$ cat src/rtl/flac_enc_pkg.sv
// Shared state encoding, datapath widths and the residual zigzag map
// for the FLAC-style encoder.
package flac_enc_pkg;

   localparam int SAMPLE_W = 16;
   localparam int RES_W    = 19;
   localparam int WORD_W   = 16;

   typedef enum logic [3:0] {
      INIT  = 4'd0,
      FETCH = 4'd1,
      WARM  = 4'd2,
      RESID = 4'd3,
      UNARY = 4'd4,
      STOP  = 4'd5,
      BIN   = 4'd6,
      NEXT  = 4'd7,
      DONE  = 4'd8
   } encState_t;

   // Signed residual to unsigned code: e>=0 -> 2e, e<0 -> -2e-1 (== ~(2e)).
   function automatic logic [RES_W-1:0] zigzag(input logic signed [RES_W-1:0] e);
      logic [RES_W-1:0] dbl;
      dbl = {e[RES_W-2:0], 1'b0};
      return e[RES_W-1] ? ~dbl : dbl;
   endfunction

endpackage

$ cat src/rtl/flac_bit_packer.sv
// MSB-first bit packer owning the output word and its address; the address
// advances lazily, only when new data needs a fresh word. Debug port under FLAC_DEBUG_PORTS_EN.
module flac_bit_packer
   import flac_enc_pkg::*;
#(
   parameter int ADDR_W = 16
) (
   input  logic              iClock,
   input  logic              iReset,
   input  logic              clear,
   input  logic [ADDR_W-1:0] startAddr,
   input  logic              bitValid,
   input  logic              bitIn,
   input  logic              wordLoad,
   input  logic [WORD_W-1:0] wordIn,
   output logic [ADDR_W-1:0] oAddress,
   output logic [WORD_W-1:0] oMemory
`ifdef FLAC_DEBUG_PORTS_EN
   ,
   output logic [3:0]        bitPtr
`endif
);

   // Bits already placed in the current word; 0 means the word is still empty.
   logic [4:0] fill;

   always_ff @(posedge iClock or negedge iReset) begin
      if (!iReset) begin
         oAddress <= '0;
         oMemory  <= '0;
         fill     <= '0;
      end else if (clear) begin
         oAddress <= startAddr;
         oMemory  <= '0;
         fill     <= '0;
      end else if (wordLoad) begin
         if (fill != 5'd0) oAddress <= oAddress + ADDR_W'(1);
         oMemory <= wordIn;
         fill    <= 5'd16;
      end else if (bitValid) begin
         if (fill == 5'd16) begin
            oAddress <= oAddress + ADDR_W'(1);
            oMemory  <= {bitIn, {(WORD_W-1){1'b0}}};
            fill     <= 5'd1;
         end else begin
            oMemory[4'd15 - fill[3:0]] <= bitIn;
            fill <= fill + 5'd1;
         end
      end
   end

`ifdef FLAC_DEBUG_PORTS_EN
   assign bitPtr = fill[3:0];
`endif

endmodule

$ cat src/rtl/flac_encoder_complete.sv
// FLAC-style encoder: two verbatim warm-up words, then Rice-coded order-2
// residuals packed MSB-first. Optional debug outputs under FLAC_DEBUG_PORTS_EN.
module flac_encoder_complete #(
   parameter int RICE_K   = 4,
   parameter int SAMPLE_W = 16,
   parameter int ADDR_W   = 16
) (
   input  logic                       iClock,
   input  logic                       iReset,
   input  logic [ADDR_W-1:0]          numSamples,
   input  logic signed [SAMPLE_W-1:0] iSample,
   input  logic [ADDR_W-1:0]          iAddressStart,
   output logic [ADDR_W-1:0]          iAddress,
   input  logic [ADDR_W-1:0]          oAddressStart,
   output logic [ADDR_W-1:0]          oAddress,
   output logic [15:0]                oMemory,
   output logic                       done
`ifdef FLAC_DEBUG_PORTS_EN
   ,
   output logic [3:0]                 state,
   output logic [ADDR_W-1:0]          sampleCount,
   output logic signed [18:0]         residual,
   output logic [3:0]                 bitPtr
`endif
);
   import flac_enc_pkg::*;

   localparam logic [RES_W-1:0] REM_MASK = RES_W'((1 << RICE_K) - 1);

   logic [1:0]                 rstSync;
   logic                       run;
   encState_t                  curState, nextState;
   logic [ADDR_W-1:0]          numLat, sampleCnt, sampleCntInc;
   logic signed [SAMPLE_W-1:0] cur, prev1, prev2;
   logic                       fetchWait;
   logic signed [RES_W-1:0]    eNow;
   logic [RES_W-1:0]           uNow, quot, remBits;
   logic [3:0]                 bitIdx;
   logic                       pkClear, pkBitValid, pkBitIn, pkWordLoad;

   // Core stays in INIT until the release has passed through both flops.
   always_ff @(posedge iClock or negedge iReset) begin
      if (!iReset) rstSync <= '0;
      else         rstSync <= {rstSync[0], 1'b1};
   end
   assign run = rstSync[1];

   assign eNow         = RES_W'(cur) - (RES_W'(prev1) <<< 1) + RES_W'(prev2);
   assign uNow         = zigzag(eNow);
   assign sampleCntInc = sampleCnt + ADDR_W'(1);
   assign done         = (curState == DONE);

   always_comb begin
      nextState  = curState;
      pkClear    = 1'b0;
      pkBitValid = 1'b0;
      pkBitIn    = 1'b0;
      pkWordLoad = 1'b0;
      case (curState)
         INIT:  if (run) begin
                   pkClear   = 1'b1;
                   nextState = (numSamples == '0) ? DONE : FETCH;
                end
         FETCH: if (fetchWait) nextState = (sampleCnt < ADDR_W'(2)) ? WARM : RESID;
         WARM:  begin
                   pkWordLoad = 1'b1;
                   nextState  = NEXT;
                end
         RESID: nextState = ((uNow >> RICE_K) != '0) ? UNARY : STOP;
         UNARY: begin
                   pkBitValid = 1'b1;
                   if (quot == RES_W'(1)) nextState = STOP;
                end
         STOP:  begin
                   pkBitValid = 1'b1;
                   pkBitIn    = 1'b1;
                   nextState  = (RICE_K == 0) ? NEXT : BIN;
                end
         BIN:   begin
                   pkBitValid = 1'b1;
                   pkBitIn    = remBits[bitIdx];
                   if (bitIdx == 4'd0) nextState = NEXT;
                end
         NEXT:  nextState = (sampleCntInc == numLat) ? DONE : FETCH;
         DONE:  nextState = DONE;
         default: nextState = INIT;
      endcase
   end

   always_ff @(posedge iClock or negedge iReset) begin
      if (!iReset) begin
         curState  <= INIT;
         numLat    <= '0;
         sampleCnt <= '0;
         iAddress  <= '0;
         cur       <= '0;
         prev1     <= '0;
         prev2     <= '0;
         fetchWait <= 1'b0;
         quot      <= '0;
         remBits   <= '0;
         bitIdx    <= '0;
      end else begin
         curState <= nextState;
         case (curState)
            INIT:  if (run) begin
                      numLat   <= numSamples;
                      iAddress <= iAddressStart;
                   end
            // First FETCH cycle covers the memory's read latency.
            FETCH: if (!fetchWait) begin
                      fetchWait <= 1'b1;
                   end else begin
                      fetchWait <= 1'b0;
                      prev2     <= prev1;
                      prev1     <= cur;
                      cur       <= iSample;
                   end
            RESID: begin
                      quot    <= uNow >> RICE_K;
                      remBits <= uNow & REM_MASK;
                      bitIdx  <= 4'(RICE_K - 1);
                   end
            UNARY: quot <= quot - RES_W'(1);
            BIN:   bitIdx <= bitIdx - 4'd1;
            NEXT:  begin
                      sampleCnt <= sampleCntInc;
                      if (sampleCntInc != numLat) iAddress <= iAddress + ADDR_W'(1);
                   end
            default: ;
         endcase
      end
   end

   flac_bit_packer #(.ADDR_W(ADDR_W)) packer (
      .iClock   (iClock),
      .iReset   (iReset),
      .clear    (pkClear),
      .startAddr(oAddressStart),
      .bitValid (pkBitValid),
      .bitIn    (pkBitIn),
      .wordLoad (pkWordLoad),
      .wordIn   (WORD_W'(cur)),
      .oAddress (oAddress),
      .oMemory  (oMemory)
`ifdef FLAC_DEBUG_PORTS_EN
      ,
      .bitPtr   (bitPtr)
`endif
   );

`ifdef FLAC_DEBUG_PORTS_EN
   logic signed [RES_W-1:0] resid;

   always_ff @(posedge iClock or negedge iReset) begin
      if (!iReset)                resid <= '0;
      else if (curState == RESID) resid <= eNow;
   end

   assign state       = curState;
   assign sampleCount = sampleCnt;
   assign residual    = resid;
`endif

endmodule

$ cat config.mk
export PLATFORM = sky130hd
export DESIGN_NAME = flac_encoder_complete
export DESIGN_NICKNAME = d
export VERILOG_FILES = /design/src/rtl/flac_enc_pkg.sv /design/src/rtl/flac_bit_packer.sv /design/src/rtl/flac_encoder_complete.sv
export SDC_FILE = /design/constraint.sdc
export NUM_CORES = 1
export LEC_CHECK = 0
export ABC_AREA = 1
export CORE_ASPECT_RATIO = 0.5
export CORE_MARGIN = 4
export CORE_UTILIZATION = 46
export CTS_CLUSTER_DIAMETER = 60
export CTS_CLUSTER_SIZE = 24
export DETAILED_ROUTE_END_ITERATION = 12
export PLACE_DENSITY = 0.76
export SYNTH_ARGS = -nofsm -noshare
export SYNTH_HDL_FRONTEND = slang
export SYNTH_SLANG_ARGS = --single-unit
$ cat constraint.sdc
create_clock -name iClock -period 8.2 [get_ports iClock]
set_input_delay 1.64 -clock iClock [delete_from_list [all_inputs] [get_ports iClock]]
set_output_delay 1.64 -clock iClock [all_outputs]
set_load 0.005 [all_outputs]
# Word level (Yosys, flattened, before mapping)
# Cells that the tools add are included.
[classes] bitwise_logic=1 n_eq_ne=18 n_reduce_logical=17 muxes=39 magnitude_cmp=4 add_sub_neg=9
[ops] operator="$mux 16" count=11
[ops] operator="$add 16x1->16 const B" count=3
[ops] operator="$pmux 19 s2" count=1
[ops] operator="$pmux 4 s9" count=1
[ops] operator="$pmux 16 s2" count=1
[ops] operator="$mux 4" count=6
[ops] operator="$mux 5" count=4
[ops] operator="$add 18x16->19" count=1
[ops] operator="$eq 19x1->1 const B" count=1
[ops] operator="$mux 19" count=1
[ops] operator="$not 19->19" count=1
[ops] operator="$reduce_bool 19->1" count=1
[ops] operator="$sub 19x1->19 const B" count=1
[ops] operator="$sub 16x17->18" count=1
[ops] operator="$bwmux 16" count=1
[ops] operator="$eq 16x16->1" count=1
[ops] operator="$eq 4x3->1 const B" count=4
[ops] operator="$logic_not 16->1" count=1
[ops] operator="$lt 16x2->1 const B" count=1
[ops] operator="$ne 16x16->1" count=1
[ops] operator="$ne 2x2->1 const B" count=5
[ops] operator="$mux 1" count=9
[ops] operator="$eq 4x2->1 const B" count=2
[ops] operator="$logic_not 4->1" count=2
[ops] operator="22 further kinds" count=27
[word_totals] out_inout_bits=49 wordCells=103 regBits=167 input_bits=66

# Longest topological paths before layout
[logic_depth] ltp_word=10 depth_mapped=24 ltp_nobuf=24

# Modules after synthesis
# Synthesis repeated with hierarchy kept, for this count alone.
[unflattened] cells_unflattened=1557 area_unflattened_um2=11056.9
[by_module_without_submodules] module="flac_encoder_complete" n_inst=1 seq_area_each_um2=3253.1 cells_per_inst=1176 area_each_um2=8444.3
[by_module_without_submodules] module="flac_bit_packer" n_inst=1 seq_area_each_um2=925.9 cells_per_inst=381 area_each_um2=2612.5

# Least setup slack after synthesis
# No wires, ideal clock.
[synth_timing] path_type="reg-to-reg" start="reg cur[9]" end="reg curState[0]" setup_time_ps=67 stages_incl_launch_ff=23 arrival_ps=2695 required_time_ps=8133 path_buffers=1 period_less_slack_ps=2761 slack_ps=5439 path_cell_list="dfrtp_1 > inv_1 > fa_1 > inv_1 > ha_1 > nand2_1 > inv_2 > a21oi_2 > nand3_1 > nand2_2 > nand2_2 > nand2_4 > nand2_1 > buf_6 > nand2_1 > nand2_1 > nor2_1 > nand2_1 > nor2_1 > nand2_1 > nand2_1 > nand2_1 > nand2_1"
[synth_via] elab_chain_cells=7
[synth_rtl] element="start, declared" line="flac_encoder_complete.sv:34" text="logic signed [SAMPLE_W-1:0] cur, prev1, prev2;"
[synth_rtl] element="start signal, assigned" line="flac_encoder_complete.sv:117" text="cur <= iSample;"
[synth_rtl] element="$sub 16x17->18 *" line="flac_encoder_complete.sv:48" text="assign eNow = RES_W'(cur) - (RES_W'(prev1) <<< 1) + RES_W'(prev2);"
[synth_rtl] element="$add 18x16->19 *" line="flac_encoder_complete.sv:48"
[synth_rtl] element="$not 19->19" line="flac_enc_pkg.sv:25" text="return e[RES_W-1] ? ~dbl : dbl;"
[synth_rtl] element="$mux 19 *" line="flac_enc_pkg.sv:25"
[synth_rtl] element="$reduce_bool 19->1 *" line="flac_encoder_complete.sv:69" text="RESID: nextState = ((uNow >> RICE_K) != '0) ? UNARY : STOP;"
[synth_rtl] element="$mux 1 *" line="flac_encoder_complete.sv:69"
[synth_rtl] element="$pmux 4 s9 *" line="flac_encoder_complete.sv:59" text="case (curState)"
[synth_rtl] element="end signal, assigned" line="flac_encoder_complete.sv:104" text="curState <= nextState;"
[synth_rtl] element="end, declared" line="flac_encoder_complete.sv:32" text="encState_t curState, nextState;"
# Every way passes the cells marked *; elsewhere a longest branch is shown, timed or not.
# A chain may end at the register's enable or synchronous reset.

# Final worst setup path
[layout_timing] start="reg curState[3]" end="reg packer.oAddress[4]"
[layout_via] elab_chain_cells=5 word_cells_on_any_way=15 cone_classes="eq/ne (5); mux (5); reduce/logical (5)"
[layout_rtl] element="$eq 4x3->1" line="flac_encoder_complete.sv:59"
[layout_rtl] element="$reduce_or 3->1 (no line)"
[layout_rtl] element="$mux 1" line="flac_encoder_complete.sv:59"
[layout_rtl] element="$reduce_bool 3->1 (no line)"
[layout_rtl] element="$reduce_and 3->1 (no line)"
[layout_rtl] element="end signal, assigned" line="flac_bit_packer.sv:33" text="oAddress <= startAddr;"
[layout_rtl] element="end signal, assigned" line="flac_bit_packer.sv:37" text="if (fill != 5'd0) oAddress <= oAddress + ADDR_W'(1);"
[layout_rtl] element="end signal, assigned" line="flac_bit_packer.sv:42" text="oAddress <= oAddress + ADDR_W'(1);"
[layout_rtl] element="end, declared" line="flac_bit_packer.sv:16" text="output logic [ADDR_W-1:0] oAddress,"
# Several ways; a longest one is shown, not always the timed one.

==> qor.csv <==
stage,metric,value,unit
floorplan,core,22900,um2
run,cap_violations,0,
setup_path,startpoint_type,register,
placement,hpwl,19500,um
sta,clock.fmax,0.270,GHz
grt,grt_max_degree,96,
setup_path,worst-endpoint-required,8.53,ns
min_path,hold_path_class,register to register,
sta,finalHoldViolations,0,
clock_network,cts_setup_buffers,0,
sta,fin_crit_sh,45.1,%
setup_path,arrival,4.03,ns
grt,grt_pass1_wl,43900,um
routing,wire_per_inst,14.2,um
placement,numPortBuffers,114,
final_layout,utilization,55.4,%
clock_network,cts_hold_buffers,0,
synthesis,synth.area.top_cells,"dfrtp_1, nand2_1, inv_1",
routing,firstDrtPassIters,7,
grt,grt-ovfl-total,0,
routing,ant_nets,0,
setup_path,path_cells,nor2_1 > inv_2 > nor2_1 > nand2_4 > inv_1 > o21ai_2 > a31oi_2 > o21ai_1 > a22oi_1,
sta,drv_slew,0,
clock_network,clk_latency,0.43,ns
sta,fin_skew,0.0110,ns
final_layout,fin_nets,1627,
synthesis,yosys.area.top_type,dfrtp_1,
clock_network,clock_sink_count,167,
grt,grt_pass1_vias,9318,
outcome,status,finished clean,
sta,rsz0062_at_grt,no,
synthesis,synthArstFlopShare,100,%
sta,setup_viol,0,
synthesis,ys.flop_type,dfrtp_1,
floorplan,rows,39,
floorplan,start_util,47.0,%
min_path,min_path_cells,0,
floorplan,fp.dieArea,26000,um2
clock_network,clk_path_buf_depth,2,
grt,grtUsageTotal,20.4,%
setup_path,r2r_cells,9,
final_layout,antennaDiodeCount,0,
setup_path,cp_slowest_cell,a31oi_2,
floorplan,die_w,224,um
synthesis,synth_edf_count,0,
routing,vias,9481,
clock_network,cts_tree,built,
synthesis,syn_avg_cell_area,7.56,um2
setup_path,crit_top_cell,nor2_1,
synthesis,synthesis.nets,1531,
setup_path,max_stage_delay,1.08,ns
clock_network,path_clk_slew,0.07,ns
clock_network,cts_resized,0,
synthesis,netlist_area,10700,um2
setup_path,path_max_fanout,64,
synthesis,syn_inst,1421,
synthesis,synth_cell_types,55,
final_layout,drive_gt1_share,7.25,%
routing,drc,0,
synthesis,ys_seq_elements,167,
setup_path,endpoint_kind,register,
synthesis,ys_seq_area_share,38.9,%
sta,period_needed,3.70,ns
final_layout,area_growth_syn_to_layout,18.0,%
floorplan,die_h,116,um
synthesis,yosysWarnings,0,
clock_network,numCtsBuffers,17,
final_layout,fillers,2070,
sta,tns,0,ns
sta,worstMarginPinSlew,1.31,ns
clock_network,htree_levels,4,
grt,antenna_found_initial,1,
floorplan,boundaryPins,115,
routing,vias_per_cell,5.16,
clock_network,cts_root_buf,clkbuf_16,
sta,max_slew_margin,12.1,%
placement,place_congestion,0.911,
synthesis,synth_top_cell_area_share,38.9,%
routing,wl,26000,um
setup_path,path_class,register to register,
routing,drt_iter0_drc,745,
[area by class of cell]
cell class | instances | area (um2) | share of cell area, %
clock buffers | 19 | 443 | 3.49
well taps | 307 | 384 | 3.03
clock inverters | 13 | 123 | 0.967
inverters | 245 | 920 | 7.25
multi-input cells | 968 | 5460 | 43.1
flip-flops and latches | 167 | 4180 | 32.9
repair buffers | 118 | 1170 | 9.24
[flip-flops by register name, indices dropped and copies added (netlist names), 5 cells and up]
register	flops
quot	19
cur	16
iAddress	16
numLat	16
packer.oAddress	16
packer.oMemory	16
prev1	16
prev2	16
sampleCnt	16
packer.fill	5
[per-stage QoR]
step / cell area, um2 / setup slack (ns) / hold slack (ns) / std cells
after global routing: 12700 / 4.23 / 0.362 / 1837
after CTS: 12700 / 4.56 / 0.359 / 1837
after floorplan: 10700 / 5.44 / 0.331 / 1421
final: 12700 / 4.50 / 0.352 / 1837
after global placement: 12100 / 4.67 / 0.333 / 1805
after detailed placement: 12100 / 4.58 / 0.346 / 1805
[layout by cell type (no fill, tap or decap), drive strengths merged, types with 2 or more instances in the layout]
cell and n:
nand2 381, inv 246, dfrtp 167, o21ai 127, clkdlybuf4s50 113, nor2 101
nand3 82, xor2 34, a21oi 31, ha 28, o211ai 25, o221ai 20
nand4 19, nor3 19, clkbuf 19, o21a 17, fa 16, xnor2 11
o22ai 8, clkinv 8, nand3b 7, o21bai 6, nor4 5, a31oi 5
buf 5, a22oi 4, o31ai 3, o311ai 3, or2 3, clkinvlp 3
mux2i 2, and2 2, a221o 2
[logic make-up after synthesis]
kind of cell               count (synthesis)  share of synthesized area (%)
DFF                                      167                           38.9
adders and majority gates                 44                           6.24
muxes                                      3                          0.291
buffers and inverters                    286                           10.4
and+or+nand+nor                          619                           25.3
xor gates and xnor gates                  46                           3.88
other                                      1                         0.0349
AOI/OAI and AO/OA                        255                           15.0
[final timing paths]
path / end / from / slack (ns)
min in group asynchronous: quot[4]$_DFFE_PN0P_ / iReset / 1.27
hold reg to reg: rstSync[1]$_DFF_PN0_ / rstSync[0]$_DFF_PN0_ / 0.35
max in group asynchronous: packer.oAddress[6]$_DFFE_PN0P_ / iReset / 5.38
setup reg to reg: packer.oAddress[4]$_DFFE_PN0P_ / curState[3]$_DFFE_PN0P_ / 4.50
setup / recovery: packer.oAddress[4]$_DFFE_PN0P_ / curState[3]$_DFFE_PN0P_ / 4.50
hold / removal: rstSync[1]$_DFF_PN0_ / rstSync[0]$_DFF_PN0_ / 0.35
[cell usage after synthesis (4+ instances only)]
cell        n
inv_2       7
nand2_2    18
xnor2_1    11
a22oi_1     4
nor2_2     10
o21ai_0   106
buf_2       5
fa_1       16
nand4_1    19
nand3_1    75
nor4_1      5
inv_1     236
o211ai_1   24
nand3_2     6
nor3_1     17
nand2_1   360
buf_6       4
o21a_1     17
clkbuf_1   28
o22ai_1     8
o221ai_1   20
o21ai_2    10
a21oi_2     6
xor2_1     34
nand3b_1    7
a31oi_1     4
o21bai_1    5
dfrtp_1   167
nor2_1     88
ha_1       28
a21oi_1    25
o21ai_1    11
[routing by layer]
metal	share of wire [%]	GRT usage (%)	vias to the layer above
met1	47	27.3	4461
met2	47	34.2	195
met4	2.0	6.69	2
li1	-	-	4776
met3	3.6	3.80	47
met5	0.050	0	-
[critical path, delay by kind of cell (launching register included)]
family          cells  cell delay, ns
buf+inv             2            0.59
compound gates      4            1.79
flops               1            0.44
simple gates        3            0.76
Power is not shown: default switching activity piles up to over one toggle a cycle in this logic, so the estimate is an artifact.
